## src/rtl/fir_pwm_dac.sv

```systemverilog
// rtl/fir_pwm_dac.sv - double-buffered PWM DAC fed by the FIR sample stream (option: FIR_PWM_DITHER_EN)
module fir_pwm_dac #(
  parameter int N_BITS   = 16,
  parameter int PWM_BITS = 4
) (
  input  logic                     ck,
  input  logic                     rst,
  input  logic signed [N_BITS-1:0] sample,
  input  logic                     sample_ready,
  output logic                     pwm_out,
  output logic                     sample_taken,
  output logic                     overrun
);

  localparam logic [PWM_BITS-1:0] CNT_MAX = {PWM_BITS{1'b1}};

  typedef enum logic {
    IDLE = 1'b0,
    RUN  = 1'b1
  } state_t;

  state_t              state_q, state_d;
  logic [PWM_BITS-1:0] cnt_q, cnt_d;
  logic [PWM_BITS-1:0] duty_q, duty_d;
  logic [N_BITS-1:0]   pending_q, pending_d;
  logic                pending_valid_q, pending_valid_d;
  logic                ready_q, ready_d;
  logic                pwm_q, pwm_d;
  logic                taken_q, taken_d;
  logic                overrun_q, overrun_d;

  logic                rise;
  logic                boundary;
  logic                load;

`ifdef FIR_PWM_DITHER_EN
  logic [N_BITS-1:0]          held_q, held_d;
  logic [N_BITS-PWM_BITS-1:0] resid_q, resid_d;
  logic [N_BITS-1:0]          dither_src;
  logic [N_BITS:0]            dither_sum;
`endif

  // Strobe edge detect, period boundary / load decision, capture buffer and overrun
  always_comb begin
    rise     = sample_ready & ~ready_q;
    ready_d  = sample_ready;
    // IDLE has a boundary only when something is waiting to start the first period
    boundary = (state_q == IDLE) ? pending_valid_q : (cnt_q == CNT_MAX);
    load     = boundary & pending_valid_q;

    // Offset-binary conversion: inverting the MSB adds 2^(N_BITS-1)
    pending_d       = rise ? {~sample[N_BITS-1], sample[N_BITS-2:0]} : pending_q;
    // A capture coinciding with a load refills the buffer, so valid stays set
    pending_valid_d = rise | (pending_valid_q & ~load);
    overrun_d       = overrun_q | (rise & pending_valid_q & ~load);
    taken_d         = load;
  end

  // Period counter, run/idle state and the registered PWM compare
  always_comb begin
    state_d = state_q;
    cnt_d   = cnt_q;
    pwm_d   = 1'b0;
    if (state_q == IDLE) begin
      if (pending_valid_q) begin
        state_d = RUN;
        cnt_d   = '0;
      end else begin
        cnt_d = CNT_MAX;
      end
    end else begin
      cnt_d = cnt_q + 1'b1;
      pwm_d = (cnt_q < duty_q);
    end
  end

`ifdef FIR_PWM_DITHER_EN
  // Error-feedback duty: every boundary re-quantises held sample plus carried residual
  always_comb begin
    held_d     = load ? pending_q : held_q;
    dither_src = load ? pending_q : held_q;
    dither_sum = {1'b0, dither_src} + {{(PWM_BITS+1){1'b0}}, resid_q};
    duty_d     = duty_q;
    resid_d    = resid_q;
    if (boundary) begin
      if (dither_sum[N_BITS]) begin
        duty_d  = CNT_MAX;
        resid_d = '0;
      end else begin
        duty_d  = dither_sum[N_BITS-1 -: PWM_BITS];
        resid_d = dither_sum[N_BITS-PWM_BITS-1:0];
      end
    end
  end
`else
  // Plain truncation: duty only moves when a pending sample is loaded
  always_comb begin
    duty_d = load ? pending_q[N_BITS-1 -: PWM_BITS] : duty_q;
  end
`endif

  // State registers with synchronous active-low reset
  always_ff @(posedge ck) begin
    if (!rst) begin
      state_q         <= IDLE;
      cnt_q           <= CNT_MAX;
      duty_q          <= '0;
      pending_q       <= '0;
      pending_valid_q <= 1'b0;
      ready_q         <= 1'b0;
      pwm_q           <= 1'b0;
      taken_q         <= 1'b0;
      overrun_q       <= 1'b0;
`ifdef FIR_PWM_DITHER_EN
      held_q          <= '0;
      resid_q         <= '0;
`endif
    end else begin
      state_q         <= state_d;
      cnt_q           <= cnt_d;
      duty_q          <= duty_d;
      pending_q       <= pending_d;
      pending_valid_q <= pending_valid_d;
      ready_q         <= ready_d;
      pwm_q           <= pwm_d;
      taken_q         <= taken_d;
      overrun_q       <= overrun_d;
`ifdef FIR_PWM_DITHER_EN
      held_q          <= held_d;
      resid_q         <= resid_d;
`endif
    end
  end

  assign pwm_out      = pwm_q;
  assign sample_taken = taken_q;
  assign overrun      = overrun_q;

endmodule

```

## config.mk

```make
export PLATFORM = sky130hd
export DESIGN_NAME = fir_pwm_dac
export DESIGN_NICKNAME = d
export VERILOG_FILES = /design/src/rtl/fir_pwm_dac.sv
export SDC_FILE = /design/constraint.sdc
export NUM_CORES = 1
export LEC_CHECK = 0
export ABC_AREA = 0
export CAP_MARGIN = 20
export CORE_AREA = 2 2 45 47
export DETAILED_ROUTE_END_ITERATION = 7
export DIE_AREA = 0 0 47 49
export PLACE_DENSITY = 0.67
export SLEW_MARGIN = 25
export SYNTH_ARGS = -nofsm -noshare
export SYNTH_HDL_FRONTEND = slang
export SYNTH_SLANG_ARGS = --single-unit
```

## constraint.sdc

```tcl
create_clock -name ck -period 1.8 [get_ports ck]
set_clock_uncertainty 0.2 [all_clocks]
set_input_delay 0.27 -clock ck [delete_from_list [all_inputs] [get_ports ck]]
set_output_delay 0.27 -clock ck [all_outputs]
set_load 0.01 [all_outputs]
```

* After elaboration in Yosys (flattened, before gate mapping)
Cells that the tools add are included.
Widths: inputs -> output; s select.
** Cells by class
- $add $sub $neg :: 1
- Order comparisons :: 1
- Equal/unequal tests :: 1
- Muxes and demuxes :: 5
- Bitwise operators :: 10
- Reductions and logical operators :: 1
** Operators by type and width (count)
- $mux 4 :: 2
- $and 1x1->1 :: 5
- $add 4x1->4 const B :: 1
- $eq 4x4->1 const B :: 1
- $lt 4x4->1 :: 1
- $mux 1 :: 3
- $not 1->1 :: 3
- $or 1x1->1 :: 2
- $reduce_and 2->1 :: 1
** Storage, ports and cells
- Register bits :: 30
- Input port bits :: 19
- Output and inout port bits :: 3
- Word-level logic and storage cells :: 28

* Depth between registers and ports, before layout
- Depth in word-level cells :: 6
- Depth in mapped cells :: 4
- Gate-level depth less buffers :: 4

* Least setup slack after synthesis
Ideal clock, no wire load.
- Kind :: register to register
- From :: reg cnt_q[0]
- To :: reg duty_q[0]
- Library setup time :: 72 ps
- Arrival time :: 1051 ps
- Data required time :: 1528 ps
- Slack :: 477 ps
- Stages on the path, launching flop included :: 5
- Path buffers :: 0
- Clock period less this slack :: 1323 ps
- Path through :: dfxtp_1 -> ha_1 -> nand3_2 -> a21boi_4 -> mux2i_1
** Between the ends
- Cells in the longest elaborated chain, start to end :: 3
** RTL lines
- start: declaration :: line 23 : logic [PWM_BITS-1:0] cnt_q, cnt_d;
- start signal: assignment :: line 120 : cnt_q <= cnt_d;
- $eq 4x4->1 :: line 48 : boundary = (state_q == IDLE) ? pending_valid_q : (cnt_q == CNT_MAX);
- $mux 1 :: line 48
- $and 1x1->1 :: line 49 : load = boundary & pending_valid_q;
- end signal: assignment :: line 121 : duty_q <= duty_d;
- end: declaration :: line 24 : logic [PWM_BITS-1:0] duty_q, duty_d;
No other way between the ends.
A chain may end at the register's enable or synchronous reset.

* Worst setup path in the final report
- From :: reg overrun_q, in the netlist overrun
- To :: out overrun
** RTL lines
- start: declaration :: line 30 : logic overrun_q, overrun_d;
- start signal: assignment :: line 127 : overrun_q <= overrun_d;
- end: declaration :: line 12 : output logic overrun
No word-level cell between the ends.

==> flow_summary.ini <==
[status]
outcome = finished clean

[synth]
ys_seq_area_share_pct = 48.6
synth_nets = 97
syn-instance-count = 74
ys_warn_count = 0
synth.avg_cell_area_sq_um = 10.0
synth_cell_types = 23
synth-seq-cells = 18
synth_area_sq_um = 741

[detailed_routing]
dr.first_iter.drc_count = 6
ant_nets = 0
vias = 507
wl_per_cell_microns = 9.50
viasPerCell = 4.49
dr.pass1.iters = 4
drc = 0
finalWirelength_microns = 1070

[final_layout]
area_growth_syn_to_layout_pct = 22.0
diodes = 0
largestRegisters = cnt_q x4, duty_q x4, pending_q x4
nets = 110
drive_gt1_share_pct = 11.6
final_common_cell = dfxtp_1
layout_common_cells = 18 x dfxtp_1, 12 x nand2_1, 9 x clkdlybuf4s50_1
final_area_sq_um = 903

[setup_path]
critPathArrivalTime_ns = 1.18
path_class = reg2out
rr_startpoint = cnt_q[1]
crit_required_ns = 1.33
ff2ff_setup_slack_ns = 0.35
reg2reg_depth = 4
critPathCaptureType = primary output
r2r_end = duty_q[3]
start_kind = register
slowest_stage = clkdlybuf4s50_1
worst-path-buf-inv = 1
crit_fanout = 2
worstPathCellList = clkdlybuf4s50_1
critical-path-max-stage-delay_ns = 0.54
critical-path-top-delay-family = buffers and inverters
critPathLaunch = overrun

[sta]
rsz0062_at_grt = false
drv_slew = 0
post-route-min-period_ns = 1.65
fin_tns_setup_ns = 0
timing.final.hold_violations = 0
slew_headroom_pct = 82.8
whs_ns = 0.264
fin_crit_sh_pct = 91.6
setup_slack_ns = 0.151
max_freq_mhz = 607
setup_violations = 0
worstMarginPinSlew_ns = 0.258

[placement]
pre_cts_ws_ns = 0.204
post_dp_cell_area_sq_um = 867
port_buffers = 9
place_congestion = 0.672
dpl.hpwl_microns = 801

[cts]
cts_tree = built
clk_pin_slew_ns = 0.10
post-cts-setup-buffer-count = 0
clockBufferDepth = 2
h-tree-depth = 1
cts.repair.resized = 0
clk_latency_ns = 0.29
holdBufCountCts = 0
cts_sinks = 18
numCtsBuffers = 3
cts_root_buffer = clkbuf_4

[run]
cap_violations = 0

[die]
die_h_microns = 49
dieArea_sq_um = 2300
num_io_pins = 22
initial_utilization_pct = 40.2
core-area_sq_um = 1840
die_width_microns = 47
std_cell_rows = 16

[grt]
overflow = 0
grt_max_degree = 11
grt_usage_pct = 12.2
grt_pass1_wl_microns = 1910
antenna_found_initial = 0
grt_pass1_vias = 460

[min_path]
whs_path_depth = 2
min_to = duty_q[3]
min-delay-start = duty_q[3]
holdCritPathClass = reg2reg

[pwr]
p_leak_nw = 0.348
ir_worst_vdd_mv = 0.457
p_total_mw = 0.775
cellPowerDensity_nw_per_um2 = 858
power by group:
part           total (mW)  leakage (nW)  internal (mW)  switching (mW)
Sequential          0.434         0.148          0.418          0.0161
Combinational      0.0911         0.179         0.0511          0.0400
Clock               0.249        0.0210          0.123           0.126
Total               0.775         0.348          0.593           0.182
cells by family after synthesis:
kind of cell	synth area share, %
buffers and inverters	4.73
flip-flops	48.6
XOR/XNOR	2.37
adder cells (fa/ha/maj)	6.76
multiplexers	9.46
AND/OR/NAND/NOR	16.4
AO/OA/AOI/OAI	11.7
layer usage:
layer | vias up | wire length [microns] | global-route usage [%] | share of wire (%)
met5 | - | 0 | 0 | 0
met4 | 0 | 52 | 11.1 | 4.8
met3 | 4 | 45 | 3.33 | 4.2
met2 | 12 | 459 | 16.9 | 43
met1 | 221 | 516 | 14.4 | 48
li1 | 270 | - | - | -
cell type report:
| type | instances | area, sq um |
|---|---|---|
| Fill cell | 186 | 938 |
| Sequential cell | 18 | 360 |
| Multi-Input combinational cell | 48 | 345 |
| Timing Repair Buffer | 12 | 113 |
| Clock buffer | 4 | 36.3 |
| Tap cell | 27 | 33.8 |
| Inverter | 4 | 15.0 |
synth_stat cells, drive strengths merged:
master	n	area share (%)
dfxtp	18	49
nand2	12	6.1
mux2i	7	9.5
nor2b	6	5.1
ha	4	6.8
inv	4	2.0
o21ai	4	2.7
buf	3	2.0
and2	2	1.9
nand3	2	2.0
o21a	2	2.0
a211oi	1	1.0
a21boi	1	2.5
a31oi	1	0.85
a41oi	1	1.2
clkbuf	1	0.68
nand2b	1	0.85
nor2	1	0.51
o211a	1	1.4
xnor2	1	1.2
xor2	1	1.2
worst max path at each step:
| stage | endpoint | slack, ns | cells past startpoint |
|---|---|---|---|
| 2_1_floorplan | duty_q[0] | 0.48 | 4 |
| 5_1_grt | overrun | 0.11 | 1 |
| 6_report | overrun | 0.15 | 1 |
| 4_1_cts | overrun | 0.14 | 1 |
| 3_5_place_dp | pending_q[13] | 0.20 | 5 |
| 3_3_place_gp | pending_q[13] | 0.22 | 5 |
stage by stage:
step | std cells | util, %
4_1_cts | 113 | 49.0
3_5_place_dp | 109 | 47.1
5_1_grt | 113 | 49.0
6_report | 113 | 49.0
3_3_place_gp | 109 | 47.1
2_1_floorplan | 74 | -
(Power assumes the default switching activity.)
